File: config.mk
export PLATFORM = sky130hd
export DESIGN_NAME = uart_hex_line_rx
export DESIGN_NICKNAME = d
export VERILOG_FILES = /design/src/rtl/uart_hex_pkg.sv /design/src/rtl/uart_rx_byte.sv /design/src/rtl/uart_hex_line_rx.sv
export SDC_FILE = /design/constraint.sdc
export NUM_CORES = 1
export LEC_CHECK = 0
export ABC_AREA = 0
export CORE_MARGIN = 2
export CORE_UTILIZATION = 60
export CTS_BUF_LIST = sky130_fd_sc_hd__clkbuf_4 sky130_fd_sc_hd__clkbuf_8 sky130_fd_sc_hd__clkbuf_16
export CTS_CLUSTER_DIAMETER = 100
export CTS_CLUSTER_SIZE = 12
export DETAILED_ROUTE_END_ITERATION = 7
export DONT_BUFFER_PORTS = 1
export PLACE_DENSITY = 0.72
export REMOVE_ABC_BUFFERS = 1
export SLEW_MARGIN = 5
export SYNTH_ARGS = -nofsm -noshare
export SYNTH_HDL_FRONTEND = slang
export SYNTH_SLANG_ARGS = --single-unit
File: constraint.sdc
create_clock -name wb_clk_i -period 4.99 [get_ports wb_clk_i]
set_input_delay 0.499 -clock wb_clk_i [delete_from_list [all_inputs] [get_ports wb_clk_i]]
set_output_delay 0.499 -clock wb_clk_i [all_outputs]
set_load 0.01 [all_outputs]
File: src/rtl/uart_hex_pkg.sv
// Shared types and helpers for the hex-line UART receiver.
// Defining UART_HEX_PARITY_EN adds the PARITY state to the byte FSM.
package uart_hex_pkg;

    typedef enum logic [2:0] {
        StIdle,
        StStart,
        StData,
`ifdef UART_HEX_PARITY_EN
        StParity,
`endif
        StStop
    } rx_state_e;

    localparam logic [7:0] ASCII_LF = 8'h0A;
    localparam logic [7:0] ASCII_CR = 8'h0D;

    // Returns {is_hex, nibble}; nibble reads 0 for non-hex characters.
    function automatic logic [4:0] hex_nibble(input logic [7:0] c);
        logic [4:0] r;
        r = 5'd0;
        if (c >= 8'h30 && c <= 8'h39) begin
            r = {1'b1, c[3:0]};
        end else if ((c >= 8'h41 && c <= 8'h46) || (c >= 8'h61 && c <= 8'h66)) begin
            r = {1'b1, c[3:0] + 4'd9};
        end
        return r;
    endfunction

endpackage

File: src/rtl/uart_rx_byte.sv
// UART byte receiver: input synchronizer, baud counter and bit FSM (8N1, or 8E1 when
// UART_HEX_PARITY_EN is defined). Status outputs pulse on the mid-stop-bit sample cycle.
module uart_rx_byte
    import uart_hex_pkg::*;
#(
    parameter int unsigned CLKS_PER_BIT = 1042
) (
    input  logic       wb_clk_i,
    input  logic       wb_rst_i,
    input  logic       rx_i,
    output logic [7:0] byte_o,
    output logic       byte_vld_o,
    output logic       frame_err_o,
    output logic       parity_err_o
);

    localparam int unsigned CNT_W = $clog2(CLKS_PER_BIT);
    localparam logic [CNT_W-1:0] HALF_M1 = CNT_W'(CLKS_PER_BIT / 2 - 1);
    localparam logic [CNT_W-1:0] FULL_M1 = CNT_W'(CLKS_PER_BIT - 1);

    logic             r_sync1, r_sync2;
    rx_state_e        r_state, w_state_d;
    logic [CNT_W-1:0] r_cnt, w_cnt_d;
    logic [2:0]       r_bit, w_bit_d;
    logic [7:0]       r_shift, w_shift_d;
    logic             w_tick, w_half;
`ifdef UART_HEX_PARITY_EN
    logic             r_par_bad, w_par_bad_d;
`endif

    assign w_tick = (r_cnt == FULL_M1);
    assign w_half = (r_cnt == HALF_M1);
    assign byte_o = r_shift;

    always_comb begin
        w_state_d    = r_state;
        w_cnt_d      = r_cnt + CNT_W'(1);
        w_bit_d      = r_bit;
        w_shift_d    = r_shift;
        byte_vld_o   = 1'b0;
        frame_err_o  = 1'b0;
        parity_err_o = 1'b0;
`ifdef UART_HEX_PARITY_EN
        w_par_bad_d  = r_par_bad;
`endif
        unique case (r_state)
            StIdle: begin
                w_cnt_d = '0;
                if (!r_sync2) w_state_d = StStart;
            end
            StStart: begin
                // A start bit that is high again at mid-bit was a glitch.
                if (w_half) begin
                    w_cnt_d   = '0;
                    w_bit_d   = 3'd0;
                    w_state_d = r_sync2 ? StIdle : StData;
                end
            end
            StData: begin
                if (w_tick) begin
                    w_cnt_d   = '0;
                    w_shift_d = {r_sync2, r_shift[7:1]};
                    if (r_bit == 3'd7) begin
`ifdef UART_HEX_PARITY_EN
                        w_state_d = StParity;
`else
                        w_state_d = StStop;
`endif
                    end else begin
                        w_bit_d = r_bit + 3'd1;
                    end
                end
            end
`ifdef UART_HEX_PARITY_EN
            StParity: begin
                if (w_tick) begin
                    w_cnt_d     = '0;
                    w_par_bad_d = ^{r_shift, r_sync2};
                    w_state_d   = StStop;
                end
            end
`endif
            StStop: begin
                if (w_tick) begin
                    w_cnt_d     = '0;
                    w_state_d   = StIdle;
                    frame_err_o = !r_sync2;
`ifdef UART_HEX_PARITY_EN
                    parity_err_o = r_par_bad;
                    byte_vld_o   = r_sync2 && !r_par_bad;
`else
                    byte_vld_o   = r_sync2;
`endif
                end
            end
            default: w_state_d = StIdle;
        endcase
    end

    always_ff @(posedge wb_clk_i) begin
        if (wb_rst_i) begin
            r_sync1   <= 1'b1;
            r_sync2   <= 1'b1;
            r_state   <= StIdle;
            r_cnt     <= '0;
            r_bit     <= 3'd0;
            r_shift   <= 8'd0;
`ifdef UART_HEX_PARITY_EN
            r_par_bad <= 1'b0;
`endif
        end else begin
            r_sync1   <= rx_i;
            r_sync2   <= r_sync1;
            r_state   <= w_state_d;
            r_cnt     <= w_cnt_d;
            r_bit     <= w_bit_d;
            r_shift   <= w_shift_d;
`ifdef UART_HEX_PARITY_EN
            r_par_bad <= w_par_bad_d;
`endif
        end
    end

endmodule

File: src/rtl/uart_hex_line_rx.sv
// Decodes newline-terminated ASCII hex lines from a UART into words with a valid/ready
// handshake and sticky error flags. UART_HEX_PARITY_EN enables even-parity checking.
module uart_hex_line_rx
    import uart_hex_pkg::*;
#(
    parameter int unsigned CLKS_PER_BIT = 1042,
    parameter int unsigned DATA_W       = 32,
    localparam int unsigned MAX_DIGITS  = DATA_W / 4,
    localparam int unsigned DIG_W       = $clog2(MAX_DIGITS + 1)
) (
    input  logic              wb_clk_i,
    input  logic              wb_rst_i,
    input  logic              rx_i,
    output logic [DATA_W-1:0] value_o,
    output logic [DIG_W-1:0]  digits_o,
    output logic              valid_o,
    input  logic              ready_i,
    output logic              err_frame_o,
    output logic              err_char_o,
    output logic              err_ovf_o,
    output logic              err_ovr_o,
    output logic              err_parity_o,
    input  logic              clr_err_i
);

    logic [7:0]        w_byte;
    logic              w_byte_vld, w_frame_err, w_par_err;
    logic [4:0]        w_nib;
    logic [DATA_W-1:0] r_acc, w_acc_d, r_value, w_value_d;
    logic [DIG_W-1:0]  r_digits, w_digits_d, r_dout, w_dout_d;
    logic              r_bad, w_bad_d, r_valid, w_valid_d;
    logic              w_set_char, w_set_ovf, w_set_ovr;
    logic              r_err_frame, r_err_char, r_err_ovf, r_err_ovr;

    uart_rx_byte #(
        .CLKS_PER_BIT(CLKS_PER_BIT)
    ) u_rx_byte (
        .wb_clk_i    (wb_clk_i),
        .wb_rst_i    (wb_rst_i),
        .rx_i        (rx_i),
        .byte_o      (w_byte),
        .byte_vld_o  (w_byte_vld),
        .frame_err_o (w_frame_err),
        .parity_err_o(w_par_err)
    );

    assign w_nib = hex_nibble(w_byte);

    always_comb begin
        w_acc_d    = r_acc;
        w_digits_d = r_digits;
        w_bad_d    = r_bad;
        w_valid_d  = r_valid;
        w_value_d  = r_value;
        w_dout_d   = r_dout;
        w_set_char = 1'b0;
        w_set_ovf  = 1'b0;
        w_set_ovr  = 1'b0;
        if (r_valid && ready_i) w_valid_d = 1'b0;
        if (w_frame_err || w_par_err) begin
            w_bad_d = 1'b1;
        end else if (w_byte_vld) begin
            if (w_nib[4]) begin
                // A nonzero top nibble means this shift would drop a significant digit.
                if (r_acc[DATA_W-1 -: 4] != 4'd0) begin
                    w_set_ovf = 1'b1;
                    w_bad_d   = 1'b1;
                end
                w_acc_d = {r_acc[DATA_W-5:0], w_nib[3:0]};
                if (r_digits != DIG_W'(MAX_DIGITS)) w_digits_d = r_digits + DIG_W'(1);
            end else if (w_byte == ASCII_LF) begin
                if (!r_bad && r_digits != '0) begin
                    if (r_valid) begin
                        w_set_ovr = 1'b1;
                    end else begin
                        w_valid_d = 1'b1;
                        w_value_d = r_acc;
                        w_dout_d  = r_digits;
                    end
                end
                w_acc_d    = '0;
                w_digits_d = '0;
                w_bad_d    = 1'b0;
            end else if (w_byte != ASCII_CR) begin
                w_set_char = 1'b1;
                w_bad_d    = 1'b1;
            end
        end
    end

    always_ff @(posedge wb_clk_i) begin
        if (wb_rst_i) begin
            r_acc       <= '0;
            r_digits    <= '0;
            r_bad       <= 1'b0;
            r_valid     <= 1'b0;
            r_value     <= '0;
            r_dout      <= '0;
            r_err_frame <= 1'b0;
            r_err_char  <= 1'b0;
            r_err_ovf   <= 1'b0;
            r_err_ovr   <= 1'b0;
        end else begin
            r_acc       <= w_acc_d;
            r_digits    <= w_digits_d;
            r_bad       <= w_bad_d;
            r_valid     <= w_valid_d;
            r_value     <= w_value_d;
            r_dout      <= w_dout_d;
            // A new error in the same cycle as a clear survives the clear.
            r_err_frame <= (r_err_frame && !clr_err_i) || w_frame_err;
            r_err_char  <= (r_err_char && !clr_err_i) || w_set_char;
            r_err_ovf   <= (r_err_ovf && !clr_err_i) || w_set_ovf;
            r_err_ovr   <= (r_err_ovr && !clr_err_i) || w_set_ovr;
        end
    end

`ifdef UART_HEX_PARITY_EN
    logic r_err_par;

    always_ff @(posedge wb_clk_i) begin
        if (wb_rst_i) r_err_par <= 1'b0;
        else          r_err_par <= (r_err_par && !clr_err_i) || w_par_err;
    end

    assign err_parity_o = r_err_par;
`else
    assign err_parity_o = 1'b0;
`endif

    assign value_o     = r_value;
    assign digits_o    = r_dout;
    assign valid_o     = r_valid;
    assign err_frame_o = r_err_frame;
    assign err_char_o  = r_err_char;
    assign err_ovf_o   = r_err_ovf;
    assign err_ovr_o   = r_err_ovr;

endmodule

-- Yosys cells after proc, flatten, opt, wreduce, memory -nomap -nowiden
Index checks and enable logic that the tools add are counted.
- output and inout port bits: 42
- input port bits: 5
- bits in registers: 105
- logic and storage cells: 131
- muxes and demuxes: 53
- $add $sub $neg: 4
- magnitude comparators: 6
- reduce and logical (&&, ||, !) cells: 32
- bitwise gates (word level): 3
- equality and inequality tests: 17
- operators by type and width (operator ; number):
    $mux W32 ; 2
    $pmux W11 S3 ; 1
    $mux W1 ; 32
    $mux W3 ; 8
    $mux W11 ; 2
    $ge A8 B7 Y1 const B ; 2
    $le A8 B7 Y1 const B ; 2
    $mux W4 ; 3
    $pmux W3 S4 ; 1
    $reduce_bool A4 Y1 ; 3
    $add A11 B1 Y11 const B ; 1
    $eq A11 B10 Y1 const B ; 1
    $eq A11 B11 Y1 const B ; 1
    $mux W5 ; 2
    $ne A2 B1 Y1 const B ; 5
    $logic_and A1 B1 Y1 ; 9
    $eq A8 B4 Y1 const B ; 1
    $ge A8 B6 Y1 const B ; 1
    $le A8 B6 Y1 const B ; 1
    $ne A8 B4 Y1 const B ; 1
    $reduce_and A4 Y1 ; 2
    $eq A3 B2 Y1 const B ; 2
    $pmux W3 S2 ; 1
    $reduce_and A3 Y1 ; 2
    other kinds (18) ; 29

-- Longest topological paths before layout
- word-level depth: 9
- mapped depth: 9
- depth with buffers taken out: 7

-- Modules after synthesis
Synthesis repeated with hierarchy kept, for this count alone.
- cells, all modules: 537
- area total of the unflattened synthesis: 4889.7 um2
- by module, submodules not included (module ; instances ; area an instance (um2) ; cells each ; sequential area each (um2)):
    uart_hex_line_rx ; 1 ; 3636.0 ; 402 ; 1561.5
    uart_rx_byte ; 1 ; 1253.7 ; 135 ; 520.5

-- Worst setup path after synthesis
Ideal clock, no wire load.
- path type: register to register
- start: reg u_rx_byte.r_shift[1], in the netlist u_rx_byte.byte_o[1]
- end: reg r_dout[3], in the netlist digits_o[3]
- buffers on the path: 2
- period minus slack after synthesis: 2.490 ns
- setup slack: 2.500 ns
- required time: 4.874 ns
- cell stages (with the launch flop): 9
- data arrival time: 2.375 ns
- library setup time: 0.116 ns
- cells stage by stage: dfxtp_1 -> inv_1 -> ha_1 -> o311ai_0 -> nand2_1 -> or3_1 -> buf_6 -> buf_6 -> a31o_1
- cells in the longest elaborated chain, start to end: 7
- RTL lines (item ; line ; text):
    start, declared ; uart_rx_byte.sv:25 ; logic [7:0] r_shift, w_shift_d;
    start signal, assigned ; uart_rx_byte.sv:117 ; r_shift <= w_shift_d;
    $ge A8 B7 Y1 or $le A8 B7 Y1 (tied branches) ; uart_hex_pkg.sv:24 ; end else if ((c >= 8'h41 && c <= 8'h46) || (c >= 8'h61 && c <= 8'h66)) begin
    $logic_and A1 B1 Y1 ; uart_hex_pkg.sv:24 ;
    $logic_or A1 B1 Y1 ; uart_hex_pkg.sv:24 ;
    $mux W5 ; uart_hex_pkg.sv:24 ;
    $mux W5 ; uart_hex_pkg.sv:22 ; if (c >= 8'h30 && c <= 8'h39) begin
    $not A1 Y1 (no source line) ; n/a ;
    $reduce_and A6 Y1 (no source line) (*) ; n/a ;
    end signal, assigned ; uart_hex_line_rx.sv:109 ; r_dout <= w_dout_d;
    end, declared ; uart_hex_line_rx.sv:30 ; logic [DIG_W-1:0] r_digits, w_digits_d, r_dout, w_dout_d;
Every way passes the cells marked *; elsewhere a longest branch is shown, timed or not.
A chain may end at the register's enable or synchronous reset.

-- Worst setup path in the final report
- start: reg u_rx_byte.r_shift[1], in the netlist u_rx_byte.byte_o[1]
- end: reg r_value[1], in the netlist value_o[1]
- cells in the longest elaborated chain, start to end: 7
- RTL lines (item ; line ; text):
    $ge A8 B7 Y1 or $le A8 B7 Y1 (tied branches) ; uart_hex_pkg.sv:24 ;
    $logic_and A1 B1 Y1 ; uart_hex_pkg.sv:24 ;
    $logic_or A1 B1 Y1 ; uart_hex_pkg.sv:24 ;
    $mux W5 ; uart_hex_pkg.sv:24 ;
    $mux W5 ; uart_hex_pkg.sv:22 ;
    $not A1 Y1 (no source line) ; n/a ;
    $reduce_and A6 Y1 (no source line) (*) ; n/a ;
    end signal, assigned ; uart_hex_line_rx.sv:108 ; r_value <= w_value_d;
    end, declared ; uart_hex_line_rx.sv:29 ; logic [DATA_W-1:0] r_acc, w_acc_d, r_value, w_value_d;
Marked as above.

==> flow_summary_export.csv <==
group,metric,value,unit
sta,rsz0062_at_grt,"false",
job,maxCapViolCount,0,
route,wl_per_cell,16.1,µm
sta,setup_viol,0,
sta,fin_crit_sh,67.5,%
setup_path,end_kind,"flip-flop",
global_route,grt_overflow,0,
final_layout,layout-drive-gt1-share,7.99,%
sta,maxSlewViolCount,0,
setup_path,critPathKind,"reg -> reg",
route,routed_wl,8.62,mm
clock_tree,ctsResizeCount,0,
floorplanning,io_pins,47,
floorplanning,fp.dieArea,7880,µm²
logic_synthesis,yosysTopAreaCell,"dfxtp_1",
floorplanning,rows,30,
final_layout,syn2layout_area_growth,3.71,%
clock_tree,cts_buffer_depth,2,
logic_synthesis,synth_area_leaders,"dfxtp_1 48%, a31o_1 5.9%, nor4_1 5.2%, nand2_1 4.1%, o22ai_1 3.9%",
logic_synthesis,yosysMostFrequentCell,"dfxtp_1",
setup_path,worst-r2r-setup-slack,1.62,ns
place,hpwl,5.31,mm
final_layout,nets,449,
final_layout,instances_no_fill,534,
global_route,antenna_found_initial,0,
global_route,grt_pass1_wl,14.0,mm
setup_path,start_kind,"flip-flop",
floorplanning,die_w,88.8,µm
sta,fin_crit,3.37,ns
logic_synthesis,ys.flop_type,"dfxtp_1",
place,gp_congestion,0.888,
sta,fin_ws,1.62,ns
route,drc,0,
logic_synthesis,synthDistinctLibCells,52,
route,vias,3356,
final_layout,fillers,581,
power_and_ir_drop,p_leak,1.55,nW
logic_synthesis,synth_edf_count,0,
clock_tree,insertion_delay,0.36,ns
route,drt-pass1-iter-count,4,
clock_tree,post_cts_buffers,0,
logic_synthesis,yosys_warnings,0,
global_route,first_global_vias,2980,
logic_synthesis,syn_inst,457,
sta,relSlewSlack,22.1,%
route,ant_nets,0,
logic_synthesis,synth.top_cell.area_share,48.3,%
worst_hold_path,hold_class,"in -> reg",
logic_synthesis,synth_seq_area_share,48.3,%
setup_path,path_max_fanout,37,
floorplanning,core,6870,µm²
sta,fmax,0.297,GHz
clock_tree,cts-hold-fix-buffers,0,
floorplanning,fp.dieH,88.8,µm
route,via_per_inst,6.28,
global_route,grt_max_degree,67,
global_route,grt_use_total,22.3,%
outcome,status,"finished clean",
power_and_ir_drop,ir_drop,0.190,mV
sta,fin_skew,0.0145,ns
clock_tree,clk_pin_slew,0.10,ns
clock_tree,cts_max_level,3,
logic_synthesis,syn_area,4310,µm²
power_and_ir_drop,finalPower,1.37,mW
setup_path,critPathRequiredTime,5.25,ns
worst_hold_path,min_path_cells,1,
clock_tree,clock_sinks,104,
place,pre_cts_ws,1.68,ns
floorplanning,initial_utilization,62.8,%
clock_tree,cts_root_buf,"clkbuf_8",
setup_path,rr_worst_depth,7,
route,drt_iter0_drc,287,
final_layout,antenna_cells,0,
logic_synthesis,avgSynthCellArea,9.44,µm²
sta,max_slew.worst_pin.slew,1.17,ns
logic_synthesis,synth_commonest_cells,"104 x dfxtp_1, 47 x nand2_1, 36 x nor4_1",
sta,setup_tns,0,ns
clock_tree,cts_tree,"yes",
place,dpl.cell_count,518,
setup_path,arrival,3.63,ns
logic_synthesis,async_flop_share,0,%
logic_synthesis,ys_ff_latch,104,
place,io_buffers,0,
power_and_ir_drop,power_density,305,nW/µm²
sta,hold_violations,0,
clock_tree,cts_buffers,9,
## stage by stage
stage | hold WS (ns) | utilization [%] | cell area, µm²
3_3_place_gp | 0.391 | 62.2 | 4270
5_1_grt | 0.184 | 65.1 | 4470
2_1_floorplan | 0.389 | - | 4120
6_report | 0.201 | 65.1 | 4470
3_5_place_dp | 0.394 | 62.2 | 4270
4_1_cts | 0.185 | 65.1 | 4470
## final timing paths
check | from | to
worst min register to register | u_rx_byte.r_sync1 | u_rx_byte.r_sync2
worst max register to register | u_rx_byte.byte_o[1] | value_o[1]
worst max-delay path | u_rx_byte.byte_o[1] | value_o[1]
worst min-delay path | wb_rst_i | u_rx_byte.r_state[0]
## power breakdown
| group | switching [mW] | leakage (nW) | internal, mW |
|---|---|---|---|
| Sequential | 0.00334 | 0.838 | 0.832 |
| Combinational | 0.0129 | 0.605 | 0.00503 |
| Clock | 0.305 | 0.102 | 0.207 |
## critical path, stage by stage, from the launching register on
cell and delay, ns:
dfxtp_1 0.44, inv_1 0.09, ha_1 0.24, o311ai_0 0.77
nand2_1 0.11, buf_4 0.28, or3_1 0.89, a31o_2 0.44
## cells by family after synthesis
| group | after synthesis | share of synthesized area [%] |
|---|---|---|
| AO/OA/AOI/OAI | 105 | 17.7 |
| XOR/XNOR | 11 | 2.23 |
| adder cells (fa/ha/maj) | 11 | 3.19 |
| buffers and inverters | 55 | 5.95 |
| flip-flops | 104 | 48.3 |
| multiplexers | 12 | 3.13 |
| other | 1 | 0.0869 |
| AND/OR/NAND/NOR | 158 | 19.5 |
## flip-flops by register name, summed over array words and instances (netlist names), 2 cells and up
name / flops
digits_o: 4
u_rx_byte.r_bit: 3
u_rx_byte.byte_o: 8
r_digits: 4
value_o: 32
u_rx_byte.r_cnt: 11
r_acc: 32
u_rx_byte.r_state: 2
## cells in the final DEF (no fill, tap or decap), types with 5 or more instances in the layout
master / n
o22ai_1: 27
nand4b_1: 6
nor2_1: 30
dfxtp_1: 104
mux2i_1: 9
clkbuf_8: 10
nand3_1: 8
xor2_1: 7
a31o_1: 29
nand4_1: 5
o21ai_0: 9
a21oi_1: 11
inv_1: 15
nor4_1: 36
nand2_1: 47
o32ai_1: 6
ha_1: 11
## cell type report
type | count | area [µm²] | area share (%)
sequential | 104 | 2080 | 46.5
multi-input combinational | 298 | 1980 | 44.3
clock buffer | 10 | 138 | 3.08
tap | 96 | 120 | 2.68
clock inverter | 6 | 62.6 | 1.40
inverter | 16 | 60.1 | 1.34
timing repair buffer | 4 | 30.0 | 0.671
## routing by layer
metal	vias to the layer above	wire length (µm)	track usage [%]
li1	1644	-	-
met1	1605	4220	31.9
met2	92	3790	33.4
met3	15	434	4.10
met4	0	174	8.54
met5	-	0	0
Note: power is estimated with default switching activity, not from simulation.
